File: config.mk
export PLATFORM = sky130hd
export DESIGN_NAME = bubble_sort_ctrl
export DESIGN_NICKNAME = d
export VERILOG_FILES = /design/src/rtl/bubble_sort_ctrl_pkg.sv /design/src/rtl/dp_sub.sv /design/src/rtl/bubble_sort_ctrl.sv
export SDC_FILE = /design/constraint.sdc
export NUM_CORES = 1
export LEC_CHECK = 0
export CAP_MARGIN = 30
export CORE_MARGIN = 2
export CORE_UTILIZATION = 50
export CTS_CLUSTER_SIZE = 30
export DETAILED_ROUTE_END_ITERATION = 8
export PLACE_DENSITY_LB_ADDON = 0.1
export SLEW_MARGIN = 20
export SYNTH_ARGS = -nofsm -noshare
export SYNTH_HDL_FRONTEND = slang
export SYNTH_HIERARCHICAL = 1
export SYNTH_SLANG_ARGS = --single-unit
export TNS_END_PERCENT = 5
File: constraint.sdc
create_clock -name clk -period 5.6 [get_ports clk]
set_input_delay 0.84 -clock clk [delete_from_list [all_inputs] [get_ports clk]]
set_output_delay 0.84 -clock clk [all_outputs]
set_load 0.05 [all_outputs]
File: src/rtl/bubble_sort_ctrl_pkg.sv
// Shared definitions for the bubble sort controller: FSM encoding and a width helper.
package bubble_sort_ctrl_pkg;

  typedef enum logic [1:0] {
    StIdle    = 2'd0,
    StCompare = 2'd1,
    StSwap    = 2'd2,
    StDone    = 2'd3
  } state_e;

  // Ceiling log2, at least 1 so a counter always has a bit.
  function automatic int unsigned clog2(input int unsigned v);
    int unsigned r;
    r = 1;
    while ((32'd1 << r) < v) r++;
    return r;
  endfunction

endpackage

File: src/rtl/dp_sub.sv
// Plain unsigned subtractor; the caller zero-extends so the MSB acts as the borrow.
module dp_sub #(
  parameter int unsigned datawidth = 9
) (
  input  logic [datawidth-1:0] a_i,
  input  logic [datawidth-1:0] b_i,
  output logic [datawidth-1:0] diff_o
);

  assign diff_o = a_i - b_i;

endmodule

File: src/rtl/bubble_sort_ctrl.sv
// In-place unsigned bubble sort sequencer over a small register bank with host load/read.
module bubble_sort_ctrl
  import bubble_sort_ctrl_pkg::*;
#(
  parameter int unsigned DATAWIDTH = 8,
  parameter int unsigned NUM_ELEM  = 4,
  parameter int unsigned ADDRWIDTH = 2
) (
  input  logic                 clk,
  input  logic                 rst,
  input  logic                 load_en,
  input  logic [ADDRWIDTH-1:0] load_addr,
  input  logic [DATAWIDTH-1:0] load_data,
  input  logic                 start,
  input  logic [ADDRWIDTH-1:0] rd_addr,
  output logic [DATAWIDTH-1:0] rd_data,
  output logic                 busy,
  output logic                 done
);

  // Pass count never exceeds NUM_ELEM-2, so clog2(NUM_ELEM) bits suffice.
  localparam int unsigned PassW = clog2(NUM_ELEM);

  state_e                 state_q;
  logic [DATAWIDTH-1:0]   elem_q [NUM_ELEM];
  logic [ADDRWIDTH-1:0]   i_q;
  logic [PassW-1:0]       pass_q;
  logic                   swapped_q;
  logic                   busy_q;
  logic                   done_q;

  logic [DATAWIDTH-1:0]   a_val;
  logic [DATAWIDTH-1:0]   b_val;
  logic [DATAWIDTH:0]     diff;
  logic                   swap_cond;
  logic                   last_cmp;
  logic                   last_pass;
  logic                   swapped_eff;

  // Select the adjacent pair elem[i], elem[i+1] for the comparator.
  always_comb begin
    a_val = '0;
    b_val = '0;
    for (int unsigned k = 0; k < NUM_ELEM; k++) begin
      if (32'(i_q) == k)         a_val = elem_q[k];
      if (32'(i_q) + 32'd1 == k) b_val = elem_q[k];
    end
  end

  dp_sub #(
    .datawidth(DATAWIDTH + 1)
  ) u_dp_sub (
    .a_i   ({1'b0, a_val}),
    .b_i   ({1'b0, b_val}),
    .diff_o(diff)
  );

  // No borrow and non-zero difference means elem[i] > elem[i+1]; equal never swaps.
  always_comb begin
    swap_cond   = !diff[DATAWIDTH] && (diff != '0);
    last_cmp    = !((32'(i_q) + 32'(pass_q)) < (NUM_ELEM - 32'd2));
    last_pass   = (32'(pass_q) == (NUM_ELEM - 32'd2));
    swapped_eff = swapped_q || (state_q == StSwap);
  end

  // Combinational readback; out-of-range addresses read as zero.
  always_comb begin
    rd_data = '0;
    for (int unsigned k = 0; k < NUM_ELEM; k++) begin
      if (32'(rd_addr) == k) rd_data = elem_q[k];
    end
  end

  // Sequencer FSM together with the element bank, counters and registered status outputs.
  always_ff @(posedge clk or posedge rst) begin
    if (rst) begin
      state_q   <= StIdle;
      i_q       <= '0;
      pass_q    <= '0;
      swapped_q <= 1'b0;
      busy_q    <= 1'b0;
      done_q    <= 1'b0;
      for (int unsigned k = 0; k < NUM_ELEM; k++) elem_q[k] <= '0;
    end else begin
      done_q <= 1'b0;
      unique case (state_q)
        StIdle: begin
          for (int unsigned k = 0; k < NUM_ELEM; k++) begin
            if (load_en && (32'(load_addr) == k)) elem_q[k] <= load_data;
          end
          if (start) begin
            state_q   <= StCompare;
            i_q       <= '0;
            pass_q    <= '0;
            swapped_q <= 1'b0;
            busy_q    <= 1'b1;
          end
        end
        StCompare, StSwap: begin
          if ((state_q == StCompare) && swap_cond) begin
            state_q <= StSwap;
          end else begin
            if (state_q == StSwap) begin
              for (int unsigned k = 0; k < NUM_ELEM; k++) begin
                if (32'(i_q) == k)         elem_q[k] <= b_val;
                if (32'(i_q) + 32'd1 == k) elem_q[k] <= a_val;
              end
              swapped_q <= 1'b1;
            end
            // Advance: next pair, finish, or start the next pass.
            if (!last_cmp) begin
              i_q     <= i_q + ADDRWIDTH'(1);
              state_q <= StCompare;
            end else if (!swapped_eff || last_pass) begin
              state_q <= StDone;
              busy_q  <= 1'b0;
              done_q  <= 1'b1;
            end else begin
              pass_q    <= pass_q + PassW'(1);
              i_q       <= '0;
              swapped_q <= 1'b0;
              state_q   <= StCompare;
            end
          end
        end
        StDone: begin
          state_q <= StIdle;
        end
      endcase
    end
  end

  assign busy = busy_q;
  assign done = done_q;

endmodule
Yosys cells after proc, flatten, opt, wreduce, memory -nomap -nowiden
Cells that the tools add are included.
Widths: inputs -> output; s select.
{"block": "totals", "ff_bits": 41, "latch_bits": 0, "mem_bits_rw": 0, "mem_bits_ro": 0, "output_inout_bits": 10, "n_memories": 0}
{"block": "classes", "addsub": 5, "mul": 0, "div": 0, "magnitude_cmp": 1, "n_eq_ne": 31, "shift": 0, "n_mux": 56, "n_bitwise": 0, "n_reduce_logical": 26}
{"cell": "$mux 8", "n": 24}
{"cell": "$mux 32", "n": 2}
{"cell": "$pmux 32 s2", "n": 1}
{"cell": "$eq 32x1->1 const B", "n": 1}
{"cell": "$eq 32x2->1 const B", "n": 1}
{"cell": "$logic_not 32->1", "n": 1}
{"cell": "$reduce_and 5->1", "n": 6}
{"cell": "$mux 2", "n": 11}
{"cell": "$ne 2x2->1 const B", "n": 10}
{"cell": "$eq 2x2->1 const B", "n": 9}
{"cell": "$ne 3x3->1 const B", "n": 5}
{"cell": "$mux 1", "n": 13}
{"cell": "$reduce_bool 9->1", "n": 1}
{"cell": "$sub 8x8->9", "n": 1}
{"cell": "$eq 2x1->1 const B", "n": 4}
{"cell": "$logic_not 2->1", "n": 4}
{"cell": "$pmux 2 s2", "n": 2}
{"cell": "$logic_and 1x1->1", "n": 6}
{"cell": "$pmux 2 s3", "n": 1}
{"cell": "$add 2x1->2 const B", "n": 2}
{"cell": "$pmux 1 s2", "n": 2}
{"cell": "$reduce_and 4->1", "n": 1}
{"cell": "$add 2x1->3 const B", "n": 1}
{"cell": "$add 2x2->3", "n": 1}
{"cell": "7 further kinds", "n": 9}

Depth between registers and ports, before layout
{"block": "depth", "word_depth": 12, "mapped_depth": 17, "ltp_nobuf": 15}

Modules after synthesis
The synthesis kept the hierarchy.
{"mod": "bubble_sort_ctrl", "n_inst": 1, "cells_per_inst": 450, "area_each_um2": 3716.1, "seq_area_each_um2": 1026.0}
{"mod": "dp_sub", "n_inst": 1, "cells_per_inst": 62, "area_each_um2": 402.9, "seq_area_each_um2": 0.0}

Least setup slack after synthesis
No wires, ideal clock.
{"block": "synth_timing", "path_type": "register -> register", "startpoint": "register i_q[0]", "endpoint": "register i_q[1]", "setup_ns": 0.126, "arrival_ns": 3.605, "setup_slack_ns": 1.869, "stages_incl_launch_ff": 18, "period_less_slack_ns": 3.731, "path_cell_list": "dfrtp_1 inv_1 ha_1 buf_2 buf_2 a211oi_1 a211oi_1 inv_1 ha_1 fa_1 nand2b_1 a21oi_1 a31oi_1 xnor2_1 nor4_1 a211o_1 nand2_1 a221o_1"}
{"block": "synth_via", "word_cells_on_any_way": 31, "cone_classes": "add/sub: 4; order compare: 1; eq/ne: 8; mux: 11; reduce/logical: 7"}
{"element": "start, declared", "line_no": "bubble_sort_ctrl.sv:26", "rtl": "logic [ADDRWIDTH-1:0] i_q;"}
{"element": "start signal, assigned", "line_no": "bubble_sort_ctrl.sv:112", "rtl": "i_q <= i_q + ADDRWIDTH'(1);"}
{"element": "$logic_not 2->1", "line_no": "bubble_sort_ctrl.sv:45", "rtl": "if (32'(i_q) == k) a_val = elem_q[k];"}
{"element": "$mux 8 (3 in series)", "line_no": "bubble_sort_ctrl.sv:45"}
{"element": "$mux 8 *", "line_no": "bubble_sort_ctrl.sv:45"}
{"element": "named net a_val[0]", "line_no": "bubble_sort_ctrl.sv:32", "rtl": "logic [DATAWIDTH-1:0] a_val;"}
{"element": "$sub 8x8->9 *", "line_no": "dp_sub.sv:10", "rtl": "assign diff_o = a_i - b_i;"}
{"element": "named net diff[6]", "line_no": "bubble_sort_ctrl.sv:34", "rtl": "logic [DATAWIDTH:0] diff;"}
{"element": "$reduce_bool 9->1 *", "line_no": "bubble_sort_ctrl.sv:60", "rtl": "swap_cond = !diff[DATAWIDTH] && (diff != '0);"}
{"element": "$logic_and 1x1->1 *", "line_no": "bubble_sort_ctrl.sv:60"}
{"element": "$logic_and 1x1->1 *", "line_no": "bubble_sort_ctrl.sv:100", "rtl": "if ((state_q == StCompare) && swap_cond) begin"}
{"element": "$ne 2x2->1 (no source line) *"}
{"element": "$reduce_and 4->1 (no source line) *"}
Mark *: on every way through the listed nets, which the timed path passes. The rest lies on a longest branch. The select of a mux whose other input is x is not followed.
A chain may end at the register's enable or synchronous reset.

Final worst setup path
{"block": "layout_timing", "startpoint": "register i_q[0]", "endpoint": "register i_q[1]"}
{"block": "layout_via", "elab_chain_cells": 12, "word_cells_on_any_way": 31, "cone_classes": "add/sub: 4; order compare: 1; eq/ne: 8; mux: 11; reduce/logical: 7"}
{"element": "$add 2x1->3 *", "line_no": "bubble_sort_ctrl.sv:46", "rtl": "if (32'(i_q) + 32'd1 == k) b_val = elem_q[k];"}
{"element": "$logic_not 32->1", "line_no": "bubble_sort_ctrl.sv:46"}
{"element": "$mux 8 (3 in series)", "line_no": "bubble_sort_ctrl.sv:46"}
{"element": "$mux 8 *", "line_no": "bubble_sort_ctrl.sv:46"}
{"element": "named net b_val[5]", "line_no": "bubble_sort_ctrl.sv:33", "rtl": "logic [DATAWIDTH-1:0] b_val;"}
{"element": "$sub 8x8->9 *", "line_no": "dp_sub.sv:10"}
{"element": "named net diff[7]", "line_no": "bubble_sort_ctrl.sv:34"}
{"element": "$reduce_bool 9->1 *", "line_no": "bubble_sort_ctrl.sv:60"}
{"element": "$logic_and 1x1->1 *", "line_no": "bubble_sort_ctrl.sv:60"}
{"element": "$logic_and 1x1->1 *", "line_no": "bubble_sort_ctrl.sv:100"}
{"element": "$ne 2x2->1 (no source line) *"}
{"element": "$reduce_and 4->1 (no source line) *"}
Marks and branches as above.

==> key figures <==
Worst hold path
  – Worst Hold Launch: pass_q[1]
  – Hold Path Class: reg2reg
  – Min-Delay Endpoint: pass_q[1]
  – Hold Path Depth: 1

Floorplan
  – Core area: 8090 µm²
  – I/O pin count: 26
  – Die X: 94.8 µm
  – Row cnt: 33
  – Chip Height: 94.8 µm
  – Initial Utilization: 50.9%
  – Area of the die: 8980 µm²

Final layout
  – Most common cell after layout, fill and taps aside: nor2_1
  – Multi-input gate area: 2810 µm²
  – Final std cell area, no fill: 4530 µm²
  – Share of cells above drive strength 1: 7.12%
  – Layout Nets: 556
  – Reg area: 1030 µm²
  – Diodes inserted: 0
  – Most frequent cells in the layout: 48 x nor2_1, 45 x a21oi_1, 41 x dfrtp_1
  – Fillers: 761
  – Area growth from synthesis to layout: 10.1%

Global route
  – Total track usage: 29.8%
  – Largest net degree at the start of global routing: 42
  – Remaining global-route overflow: 0
  – Initial antenna violation count: 0
  – Vias in the first global route: 3937
  – Global-route wire length before repair: 20600 µm

Routing
  – DRC viols: 0
  – Routed vias/inst: 6.72
  – DRT iter0 DRCs: 360
  – Total routed wirelength: 12800 µm
  – First-pass DRT Iterations: 5
  – Post-DRT Antenna Nets: 0
  – Wire length per cell: 20.5 µm
  – Via count: 4199

Synthesis
  – Gate count of the mapped netlist: 512
  – Synth Area in Simple Gates: 22.8%
  – Multiplexer share of the synthesized area: 6.32%
  – Post-Synthesis Cell Area: 4120 µm²
  – Distinct cell type count of the synthesized netlist: 60
  – Sequential fraction of the synthesis area: 24.9%
  – Synth Area in XOR/XNOR: 1.06%
  – Main synth FF type: dfrtp_1
  – Main combinational cell family by area after synthesis: compound AO/OA/AOI/OAI gates
  – Number of synthesized register bits: 41
  – Syn. warnings: 6
  – Synth Area in Adders: 6.74%
  – Asr flop ratio synth: 100%
  – Avg Cell Area, Syn: 8.04 µm²
  – Post-synth EDFFs: 0
  – Synth Area in Compound Gates: 31.0%

Place
  – GP Congestion: 0.905
  – Post-DP HPWL: 8760 µm
  – I/O Buffers: 25
  – Placed inst area: 4420 µm²

STA
  – Max-slew violation count: 0
  – Setup TNS: 0 ns
  – Final hold violations: 0
  – Final setup viols: 0
  – Fmax: 0.220 GHz
  – Clk_skew: 0.00600 ns
  – Period utilization: 81.1%
  – Slew @ Worst Pin: 0.851 ns
  – Worst Hold Margin: 0.528 ns
  – Unrepaired setup endpoints after global routing: false
  – Max-slew headroom at the worst pin: 43.3%
  – Final min period: 4.54 ns

Clock network
  – Resized Gates After CTS: 0
  – Clk root buf: clkbuf_8
  – Num Clock Sinks: 41
  – CTS H-tree depth: 2
  – CTS Hold Buffers Added: 0
  – Clk Latency, worst-skew pair: 0.30 ns
  – Setup bufs post-CTS: 0
  – CTS clk-pin slew, worst paths: 0.08 ns
  – Clk buf depth: 2
  – Clock buffer count from CTS: 5
  – TritonCTS clock tree: done

Critical path
  – CP Cell Sequence: inv_1 > ha_1 > nor3b_1 > a22o_1 > o21a_1 > inv_1 > ha_1 > a21oi_1 > nand2_1 > a221oi_1 > nand3b_1 > nor4_1 > a211o_1 > nand2_1 > a221o_1
  – Setup CP Type: reg2reg
  – Crit end category: flop
  – Worst r2r path cells: 15
  – FF-to-FF End: i_q[1]
  – Worst setup SP type: flop
  – Flop-to-flop setup slack: 1.06 ns
  – CP peak stage delay: 0.67 ns
  – Critical Path Fanout Max: 13
  – Critical Path AT: 4.73 ns
  – Critical path's slowest cell: nor3b_1
  – WP data required: 5.79 ns
  – RR Startpoint: i_q[0]

Run status
  – Status: finished, final reports clean

Run
  – # Max-Cap Violations: 0
-- metrics by stage --
stage / setup WS [ns] / cells / utilization [%]
final: 1.06 / 625 / 56.0
after global routing: 0.536 / 625 / 56.0
after CTS: 1.11 / 625 / 56.0
after detailed placement: 1.13 / 617 / 54.6
after floorplan: 1.87 / 513 / -
after global placement: 1.25 / 617 / 54.6
-- final cells by class --
cell class	count	area share, %
tap	105	2.90
multi-input combinational	404	61.9
sequential	41	22.6
inverter	30	2.48
clock buffer	7	1.90
clock inverter	1	0.662
timing repair buffer	37	7.51
-- synth_stat cells, types with 5 or more instances --
cell type,n,area [µm²]
nor2_1,48,180
a21oi_1,45,225
dfrtp_1,41,1030
nand2_1,33,124
o21ai_0,31,155
inv_1,29,109
clkbuf_1,21,78.8
ha_1,19,238
nand2b_1,19,119
a211oi_1,18,135
nor2b_1,16,100
a41oi_1,15,131
a211o_1,10,87.6
nand3_1,10,50.1
nand3b_1,10,75.1
nor3b_1,10,75.1
buf_2,9,45.0
a221oi_1,8,70.1
a22o_1,8,70.1
mux2i_1,8,80.1
mux4_2,8,180
nor4_1,6,37.5
a31oi_1,5,31.3
and2_1,5,31.3
o211ai_1,5,37.5
or2_2,5,31.3
-- critical path, delay by kind of cell, from the launching register on --
family | cells | cell delay [ns]
compound gates | 6 | 1.66
simple gates | 5 | 1.31
fa+ha+maj | 2 | 0.79
flops | 1 | 0.48
buf+inv | 2 | 0.18
-- per-layer routing --
layer  vias up  share of wire [%]  routed length, µm  GRT usage (%)
met5         -                  0                  0              0
met4         0                3.5                448           12.4
met3        37                9.5               1220           7.26
met2       220                 44               5640           45.6
met1      1996                 43               5480           40.3
li1       1946                  -                  -              -
-- worst max path at each step --
| stage | start | to | slack [ns] | cells after the start |
|---|---|---|---|---|
| 6_report | i_q[0] | i_q[1] | 1.06 | 15 |
| 5_1_grt | i_q[0] | busy | 0.54 | 14 |
| 4_1_cts | i_q[0] | i_q[1] | 1.11 | 15 |
| 3_5_place_dp | i_q[0] | i_q[1] | 1.13 | 15 |
| 3_3_place_gp | i_q[0] | i_q[1] | 1.25 | 15 |
| 2_1_floorplan | i_q[0] | i_q[1] | 1.87 | 17 |
-- logic make-up after synthesis --
family,count (synthesis)
buf+inv,68
xor+xnor,5
fa+ha+maj,21
flops,41
other cells,1
mux,16
simple gates,176
compound gates,184
-- state kept, by name, summed over array words and instances, names as in the netlist --
signal,count
done,1
elem_q,32
pass_q,2
swapped_q,1
i_q,2
state_q,2
busy,1
Power is not shown: default switching activity piles up to over one toggle a cycle in this logic, so the estimate is an artifact.
